File: src/rtl/frame_buf_pkg.sv
// -----------------------------------------------------------------------------
// frame_buf_pkg
// Shared definitions for the frame-buffer write and read controllers:
//   - SLOT_BITS / fb_slot_t : frame-buffer slot index (four slots)
//   - fb_state_e            : controller FSM state encoding
// No ports; imported with "import frame_buf_pkg::*;".
// -----------------------------------------------------------------------------
package frame_buf_pkg;

    localparam int SLOT_BITS = 2;

    typedef logic [SLOT_BITS-1:0] fb_slot_t;

    typedef enum logic [2:0] {
        ST_IDLE      = 3'd0,
        ST_ACK       = 3'd1,
        ST_WAIT_DATA = 3'd2,
        ST_BURST     = 3'd3,
        ST_DONE      = 3'd4
    } fb_state_e;

endpackage : frame_buf_pkg

File: src/rtl/frame_write_ctrl_if.sv
// -----------------------------------------------------------------------------
// frame_write_ctrl_if
// Burst-write bus between the frame write controller and the memory controller.
//   wr_burst_req       controller -> memory  burst request
//   wr_burst_len       controller -> memory  beats in burst (10 bits)
//   wr_burst_addr      controller -> memory  burst start word address
//   wr_burst_data      controller -> memory  beat data
//   wr_burst_data_req  memory -> controller  one beat accepted this cycle
//   wr_burst_finish    memory -> controller  one-cycle burst-complete pulse
// Modports: master (frame write controller), slave (memory controller).
// -----------------------------------------------------------------------------
interface frame_write_ctrl_if #(
    parameter int MEM_DATA_BITS = 64,
    parameter int ADDR_BITS     = 25
) ();

    logic                     wr_burst_req;
    logic [9:0]               wr_burst_len;
    logic [ADDR_BITS-1:0]     wr_burst_addr;
    logic [MEM_DATA_BITS-1:0] wr_burst_data;
    logic                     wr_burst_data_req;
    logic                     wr_burst_finish;

    modport master (
        output wr_burst_req,
        output wr_burst_len,
        output wr_burst_addr,
        output wr_burst_data,
        input  wr_burst_data_req,
        input  wr_burst_finish
    );

    modport slave (
        input  wr_burst_req,
        input  wr_burst_len,
        input  wr_burst_addr,
        input  wr_burst_data,
        output wr_burst_data_req,
        output wr_burst_finish
    );

endinterface : frame_write_ctrl_if

File: src/rtl/frame_write_ctrl.sv
// -----------------------------------------------------------------------------
// frame_write_ctrl
// Moves one video frame from a show-ahead pixel FIFO into a frame-buffer slot
// as a sequence of memory write bursts.
//
// Ports:
//   clk, rst_n        clock (rising edge), asynchronous active-low reset
//   write_req         frame-write request, held until write_req_ack
//   write_addr_index  target frame-buffer slot
//   write_req_ack     one-cycle acknowledge
//   fifo_rdusedw      words available in the pixel FIFO
//   fifo_rd_en        pixel FIFO pop (follows wr_burst_data_req during a burst)
//   fifo_rd_data      pixel FIFO head word
//   mem               burst-write bus (frame_write_ctrl_if.master)
//   busy              frame in progress
//   frame_done        one-cycle pulse when the last burst of a frame completes
//   frame_abort       one-cycle pulse when a frame is abandoned for a new one
//
// Build option: define FRAME_WRITE_ABORT_EN to let a new write_req seen between
// bursts abandon the current frame and restart on the new slot. Without it
// frame_abort stays 0 and requests are only taken in IDLE.
// -----------------------------------------------------------------------------
module frame_write_ctrl
    import frame_buf_pkg::*;
#(
    parameter int MEM_DATA_BITS = 64,
    parameter int ADDR_BITS     = 25,
    parameter int BURST_LEN     = 64,
    parameter int FRAME_SIZE    = 1920*1080*16/MEM_DATA_BITS
) (
    input  logic                     clk,
    input  logic                     rst_n,
    input  logic                     write_req,
    input  fb_slot_t                 write_addr_index,
    output logic                     write_req_ack,
    input  logic [10:0]              fifo_rdusedw,
    output logic                     fifo_rd_en,
    input  logic [MEM_DATA_BITS-1:0] fifo_rd_data,
    frame_write_ctrl_if.master       mem,
    output logic                     busy,
    output logic                     frame_done,
    output logic                     frame_abort
);

    // Offset within a slot occupies the address bits below the slot index.
    localparam int OFF_BITS = ADDR_BITS - SLOT_BITS;
    localparam logic [OFF_BITS-1:0] FRAME_SIZE_C = OFF_BITS'(FRAME_SIZE);
    localparam logic [OFF_BITS-1:0] BURST_OFF_C  = OFF_BITS'(BURST_LEN);
    localparam logic [9:0]          BURST_LEN_C  = 10'(BURST_LEN);

    fb_state_e             state_q;
    fb_slot_t              slot_q;
    logic [OFF_BITS-1:0]   offset_q;
    logic                  ack_q;
    logic                  req_q;
    logic [9:0]            len_q;
    logic [ADDR_BITS-1:0]  addr_q;
    logic                  busy_q;
    logic                  done_q;
    logic                  abort_q;

    logic [OFF_BITS-1:0]   remain_d;
    logic [9:0]            len_d;
    logic [OFF_BITS-1:0]   offset_d;

    // Next burst length and post-burst offset; the min is done at offset width
    // so a large remainder never wraps in the 10-bit length.
    always_comb begin
        remain_d = FRAME_SIZE_C - offset_q;
        if (remain_d >= BURST_OFF_C) begin
            len_d = BURST_LEN_C;
        end else begin
            len_d = remain_d[9:0];
        end
        offset_d = offset_q + OFF_BITS'(len_q);
    end

    // Frame FSM with offset counter and registered outputs.
    always_ff @(posedge clk or negedge rst_n) begin
        if (!rst_n) begin
            state_q  <= ST_IDLE;
            slot_q   <= {SLOT_BITS{1'b0}};
            offset_q <= {OFF_BITS{1'b0}};
            ack_q    <= 1'b0;
            req_q    <= 1'b0;
            len_q    <= 10'd0;
            addr_q   <= {ADDR_BITS{1'b0}};
            busy_q   <= 1'b0;
            done_q   <= 1'b0;
            abort_q  <= 1'b0;
        end else begin
            // Pulse outputs default low every cycle.
            ack_q   <= 1'b0;
            done_q  <= 1'b0;
            abort_q <= 1'b0;
            case (state_q)
                ST_IDLE: begin
                    if (write_req) begin
                        slot_q   <= write_addr_index;
                        offset_q <= {OFF_BITS{1'b0}};
                        ack_q    <= 1'b1;
                        busy_q   <= 1'b1;
                        state_q  <= ST_ACK;
                    end else begin
                        busy_q   <= 1'b0;
                    end
                end
                ST_ACK: begin
                    state_q <= ST_WAIT_DATA;
                end
                ST_WAIT_DATA: begin
`ifdef FRAME_WRITE_ABORT_EN
                    // A new request between bursts abandons this frame.
                    if (write_req) begin
                        abort_q  <= 1'b1;
                        slot_q   <= write_addr_index;
                        offset_q <= {OFF_BITS{1'b0}};
                        ack_q    <= 1'b1;
                        state_q  <= ST_ACK;
                    end else
`endif
                    if (fifo_rdusedw >= {1'b0, len_d}) begin
                        len_q   <= len_d;
                        addr_q  <= {slot_q, offset_q};
                        req_q   <= 1'b1;
                        state_q <= ST_BURST;
                    end else begin
                        state_q <= ST_WAIT_DATA;
                    end
                end
                ST_BURST: begin
                    if (mem.wr_burst_finish) begin
                        req_q    <= 1'b0;
                        offset_q <= offset_d;
                        if (offset_d == FRAME_SIZE_C) begin
                            done_q  <= 1'b1;
                            state_q <= ST_DONE;
                        end else begin
                            state_q <= ST_WAIT_DATA;
                        end
                    end else begin
                        state_q <= ST_BURST;
                    end
                end
                ST_DONE: begin
                    busy_q  <= 1'b0;
                    state_q <= ST_IDLE;
                end
                default: begin
                    req_q   <= 1'b0;
                    busy_q  <= 1'b0;
                    state_q <= ST_IDLE;
                end
            endcase
        end
    end

    // Pops track the controller's beat strobe directly so no beat is lost or
    // duplicated; forced low whenever no burst is active (including reset).
    assign fifo_rd_en        = (state_q == ST_BURST) && mem.wr_burst_data_req;
    assign mem.wr_burst_data = fifo_rd_data;
    assign mem.wr_burst_req  = req_q;
    assign mem.wr_burst_len  = len_q;
    assign mem.wr_burst_addr = addr_q;
    assign write_req_ack     = ack_q;
    assign busy              = busy_q;
    assign frame_done        = done_q;
    assign frame_abort       = abort_q;

endmodule : frame_write_ctrl
File: src/flat_wrapper.sv
// flat-port wrapper written by rule: the top's interface ports become plain ports
module frame_write_ctrl_flat import frame_buf_pkg::*;
#(
    parameter int MEM_DATA_BITS = 64,
    parameter int ADDR_BITS     = 25,
    parameter int BURST_LEN     = 64,
    parameter int FRAME_SIZE    = 1920*1080*16/MEM_DATA_BITS
)
  (clk, rst_n, write_req, write_addr_index, write_req_ack, fifo_rdusedw, fifo_rd_en, fifo_rd_data, busy, frame_done, frame_abort, mem_wr_burst_req, mem_wr_burst_len, mem_wr_burst_addr, mem_wr_burst_data, mem_wr_burst_data_req, mem_wr_burst_finish);
  frame_write_ctrl_if #(.MEM_DATA_BITS(MEM_DATA_BITS), .ADDR_BITS(ADDR_BITS)) mem_i ();
  input  logic clk;
  input  logic rst_n;
  input  logic write_req;
  input  fb_slot_t write_addr_index;
  output logic write_req_ack;
  input  logic [10:0] fifo_rdusedw;
  output logic fifo_rd_en;
  input  logic [MEM_DATA_BITS-1:0] fifo_rd_data;
  output logic busy;
  output logic frame_done;
  output logic frame_abort;
  output wire logic [$bits(mem_i.wr_burst_req)-1:0] mem_wr_burst_req;
  output wire logic [$bits(mem_i.wr_burst_len)-1:0] mem_wr_burst_len;
  output wire logic [$bits(mem_i.wr_burst_addr)-1:0] mem_wr_burst_addr;
  output wire logic [$bits(mem_i.wr_burst_data)-1:0] mem_wr_burst_data;
  input wire logic [$bits(mem_i.wr_burst_data_req)-1:0] mem_wr_burst_data_req;
  input wire logic [$bits(mem_i.wr_burst_finish)-1:0] mem_wr_burst_finish;
  assign mem_wr_burst_req = mem_i.wr_burst_req;
  assign mem_wr_burst_len = mem_i.wr_burst_len;
  assign mem_wr_burst_addr = mem_i.wr_burst_addr;
  assign mem_wr_burst_data = mem_i.wr_burst_data;
  assign mem_i.wr_burst_data_req = mem_wr_burst_data_req;
  assign mem_i.wr_burst_finish = mem_wr_burst_finish;
  frame_write_ctrl #(.MEM_DATA_BITS(MEM_DATA_BITS), .ADDR_BITS(ADDR_BITS), .BURST_LEN(BURST_LEN), .FRAME_SIZE(FRAME_SIZE)) u_core (.clk(clk), .rst_n(rst_n), .write_req(write_req), .write_addr_index(write_addr_index), .write_req_ack(write_req_ack), .fifo_rdusedw(fifo_rdusedw), .fifo_rd_en(fifo_rd_en), .fifo_rd_data(fifo_rd_data), .mem(mem_i), .busy(busy), .frame_done(frame_done), .frame_abort(frame_abort));
endmodule
File: config.mk
export PLATFORM = sky130hd
export DESIGN_NAME = frame_write_ctrl_flat
export DESIGN_NICKNAME = d
export VERILOG_FILES = /design/src/rtl/frame_buf_pkg.sv /design/src/rtl/frame_write_ctrl_if.sv /design/src/rtl/frame_write_ctrl.sv /design/src/flat_wrapper.sv
export SDC_FILE = /design/constraint.sdc
export NUM_CORES = 1
export LEC_CHECK = 0
export ABC_AREA = 1
export CAP_MARGIN = 40
export CORE_ASPECT_RATIO = 0.9
export CORE_MARGIN = 2
export CORE_UTILIZATION = 45
export CTS_CLUSTER_SIZE = 10
export DETAILED_ROUTE_END_ITERATION = 16
export DONT_BUFFER_PORTS = 1
export MAX_ROUTING_LAYER = met4
export SYNTH_ARGS = -nofsm -noshare
export SYNTH_HDL_FRONTEND = slang
export SYNTH_SLANG_ARGS = --single-unit
export TNS_END_PERCENT = 10
File: constraint.sdc
create_clock -name clk -period 3.9 [get_ports clk]
set_clock_uncertainty 0.2 [all_clocks]
set_input_delay 0.78 -clock clk [delete_from_list [all_inputs] [get_ports clk]]
set_output_delay 0.78 -clock clk [all_outputs]
set_load 0.02 [all_outputs]
==> summary by stage <==
Setup path
STA classifies the critical path endpoint as a flip-flop. In this run the worst path has a maximum fanout of 16. The data arrival time of the worst path is 3.64 ns. The slowest stage of the critical path belongs to the cell dfrtp_2.

The largest incremental delay on the critical path is approximately 0.43 ns. The most critical setup path has its startpoint at u_core.offset_q[1]. In this run the critical register-to-register path is launched from u_core.offset_q[1]. The most frequent cell on the critical path is nand2_1. The logic depth of the worst path, buffers included is 22.

The critical path goes through inv_2 -> ha_2 -> nand3_1 -> o21ai_0 -> nand2_1 -> nand2_1 -> nand3_1 -> nor2_1 -> nand3_1 -> nor2_4 -> nand2_4 -> inv_4 -> nand2_2 -> ha_1 -> nand2_1 -> o21ai_0 -> nand2_1 -> nand4_1 -> nand2_4 -> buf_6 -> nand2_1 -> o21ai_0. The critical path is of the reg2reg type. The critical path buffer and inverter count is 3. For the worst setup path, the data required time is just under 4 ns. The kind of cell with the highest combined delay along the critical path is simple AND/OR/NAND/NOR gates. The kind of start point of the critical path is a flip-flop. The number of cells on the worst reg-to-reg path is 22.

Global route
The number of antenna violations at the first check in global routing is 0. The aggregate global routing overflow is 0. Entering global routing, the biggest net connects 68 pins. The global-route wire length before repair is roughly 23,000 um. For this run, the total global-route usage over all layers was measured as 0.2553. The number of global-route vias before repair was between 4k and 5k.

Clocking
TritonCTS built the clock tree. The H-tree depth is 3. The clock root buffer is clkbuf_16. The clock transition at the register clock pins on the worst setup and hold paths after CTS is around 0.060 ns. The TritonCTS sink count is between 60 and 70. The later-pin clock latency in the skew report is approximately 0.33 ns. TritonCTS created 9 clock buffers. The largest buffer count on any clock path is 2.

Synth
The count of synthesis-stage warnings from yosys is 0. The synthesized netlist occupies a cell area of around 0.0052 mm^2. Counting instances in the post-synthesis netlist gives the leading cell types as nand2_1 (235), nor2_1 (85), inv_1 (74).

The cell count after synthesis came out at between 700 and 800. The most numerous cell in the Yosys netlist is nand2_1. The proportion of synthesized chip area in sequential cells is 0.3235.

Synthesis instantiated 34 different standard cells from the library. By area the synthesized netlist is led by dfrtp_1 (32%), nand2_1 (17%), buf_4 (9.6%). The mean post-synth cell area is slightly below 7 um^2. The dominant synthesized flop cell is dfrtp_1. The fraction of post-synthesis cell area in the top cell type by area is 0.3235. In this run, synthesis inferred 0 flip-flops with an integrated enable. Summed over all instances, the cell type with the most area after synthesis is dfrtp_1.

In the synthesized netlist the async set-or-reset flop fraction comes to 1.000. The number of flip-flops and latches in the synthesized netlist is 67.

STA
For the pin with the worst max-slew slack, the measured transition is roughly 0.60 ns. The count of endpoints failing hold in the final timing report is 0. The final period demand of the worst path is roughly 3.6 ns.

The setup TNS is 0 ns. The worst relative slew slack is 0.5980. Setup violations remaining at the end of the flow were counted as 0.

The number of pins with negative max-slew slack in the final report is 0. Dividing the final minimum period by the clock period gives 0.9311. Based on the critical path, the design can be clocked at up to between 0.2 and 0.3 GHz.

Final layout
In the final layout, the share of cells above drive strength 1 is 0.09945. The number of antenna diodes in the final layout is 0. The filler cells instantiated in the layout total 1,177. The utilization after layout is 0.4725.

The final layout net count is 824. Compared with the post-synthesis result, the final layout area differs by 3.404%.

Drt
Before antenna repair, the detailed router went through 5 iterations. The detailed router placed approximately 4.7k vias in this run. In the routed layout, each cell is associated on average with a via count of 5.286. The first-iteration detailed-routing DRC count is between 200 and 300. The mean routed wirelength per cell is around 17 um. Once detail routing completed, the nets flagged for antenna violations numbered 0.

The total wire length is about 15,000 um. For this run, design rule violations remaining after detail routing come to 0.

Die
The number of top-level design ports is around 190. The floorplan step defined a die boundary enclosing about 0.012 mm^2. After floorplanning, the core was divided into 37 placement rows. The floorplan die width is between 100 and 150 um. The initial core utilization is 0.4569. The core footprint is approximately 0.011 mm^2. The vertical extent of the die is roughly 110 um.

Min path
The type of the most critical hold path is in2async.

Status
The run finished with clean final reports.

Power and ir drop
The standby leakage power is roughly 2.7 nW. The maximum resistive drop on vdd is 203.0 uV. The sum of internal, switching and leakage power is about 2.7 mW.

In this run the power density over the cells is approximately 500 mW/mm^2.

Placement
The routability-driven placement congestion ratio is 0.9674. After legalization and detailed placement, the total HPWL measured ~12,000 um. The number of buffer cells added on primary ports is 0.

Flow run
The count of max-cap constraint violations is 0.
==> power by group <==
| group | internal [mW] | switching, mW | total [mW] |
|---|---|---|---|
| clock network | 0.489 | 0.301 | 0.790 |
| logic | 0.298 | 0.596 | 0.895 |
| registers | 0.798 | 0.213 | 1.01 |
==> metal layers <==
layer  global-route usage  up-vias  routed length, um
met5                    -        -                  0
met3              0.05808       53               1014
met4              0.08824        0                380
met2               0.3671      143               6389
met1               0.3526     2168               7188
li1                     -     2288                  -
==> cell usage in the layout (no fill, tap or decap), types with 10 or more instances in the layout <==
cell         n
nand4_1     20
dfrtp_1     66
xor2_1      12
o22ai_1     13
nor2_1      84
o21ai_0     43
inv_2       11
buf_4       12
inv_1       72
a21oi_1     11
clkbuf_16   10
ha_1        18
nand3_1     56
nand2_1    233
==> stage by stage <==
| step | cells | hold slack, ns | instance area [um^2] | setup slack, ns |
|---|---|---|---|---|
| after floorplan | 771 | 0.2844 | 5190 | 0.3002 |
| after global placement | 860 | 0.2870 | 4926 | 0.1838 |
| after detailed placement | 860 | 0.2864 | 4926 | 0.09054 |
| after CTS | 876 | 0.1399 | 5238 | 0.06335 |
| after global routing | 880 | 0.1375 | 5359 | -0.02778 |
| final | 880 | 0.1114 | 5359 | 0.2685 |
==> worst reg2reg max path, delay by kind of cell (launching register included) <==
family          cells  cell delay (ns)
simple gates       14             1.48
compound gates      3             0.53
fa+ha+maj           2             0.50
flops               1             0.43
buf+inv             3             0.38
==> worst paths after layout <==
path | slack [ns] | endpoint
worst max-delay path | 0.27 | u_core.mem.wr_burst_addr[1]
worst min-delay path | 0.11 | u_core.mem.wr_burst_addr[20]
worst max register to register | 0.27 | u_core.mem.wr_burst_addr[1]
max in group asynchronous | 3.06 | u_core.offset_q[1]
min in group clk | 0.34 | u_core.slot_q[1]
worst min register to register | 0.34 | u_core.slot_q[1]
==> cells by family (layout without fill, tap and decap cells) <==
kind of cell | after synthesis | after routing | share of synthesized area
DFF | 67 | 67 | 0.3235
other | 2 | 4 | 0.001449
and+or+nand+nor | 427 | 427 | 0.3537
adders and majority gates | 22 | 22 | 0.05456
xor gates and xnor gates | 13 | 13 | 0.02197
AOI/OAI and AO/OA | 74 | 74 | 0.07750
buffers and inverters | 164 | 117 | 0.1673
==> registers in the layout (all words and copies together), names as in the netlist <==
name and cells:
u_core.frame_done 1, u_core.slot_q 2, u_core.mem.wr_burst_addr 25, u_core.busy 1, u_core.mem.wr_burst_len 10, u_core.state_q 3
u_core.write_req_ack 1, u_core.offset_q 23, u_core.mem.wr_burst_req 1
==> layout make-up <==
type                    instances  area [um^2]  area share
inverters                      86        327.8     0.06117
clock inverters                 5        55.05     0.01027
repair buffers                 16        173.9     0.03245
flip-flops and latches         67         1678      0.3131
clock buffers                  10        229.0     0.04273
well taps                     156        195.2     0.03642
multi-input cells             540         2700      0.5039
==> repair_timing <==
| item | CTS | global route |
|---|---|---|
| resized for setup | 0 | 18 |
| buffers inserted | 0 | 3 |
| setup endpoints to repair | 0 | 37 |
| endpoints found under the hold margin | 67 | 0 |
| hold buffers | 1 | 0 |
(Power assumes the default switching activity.)
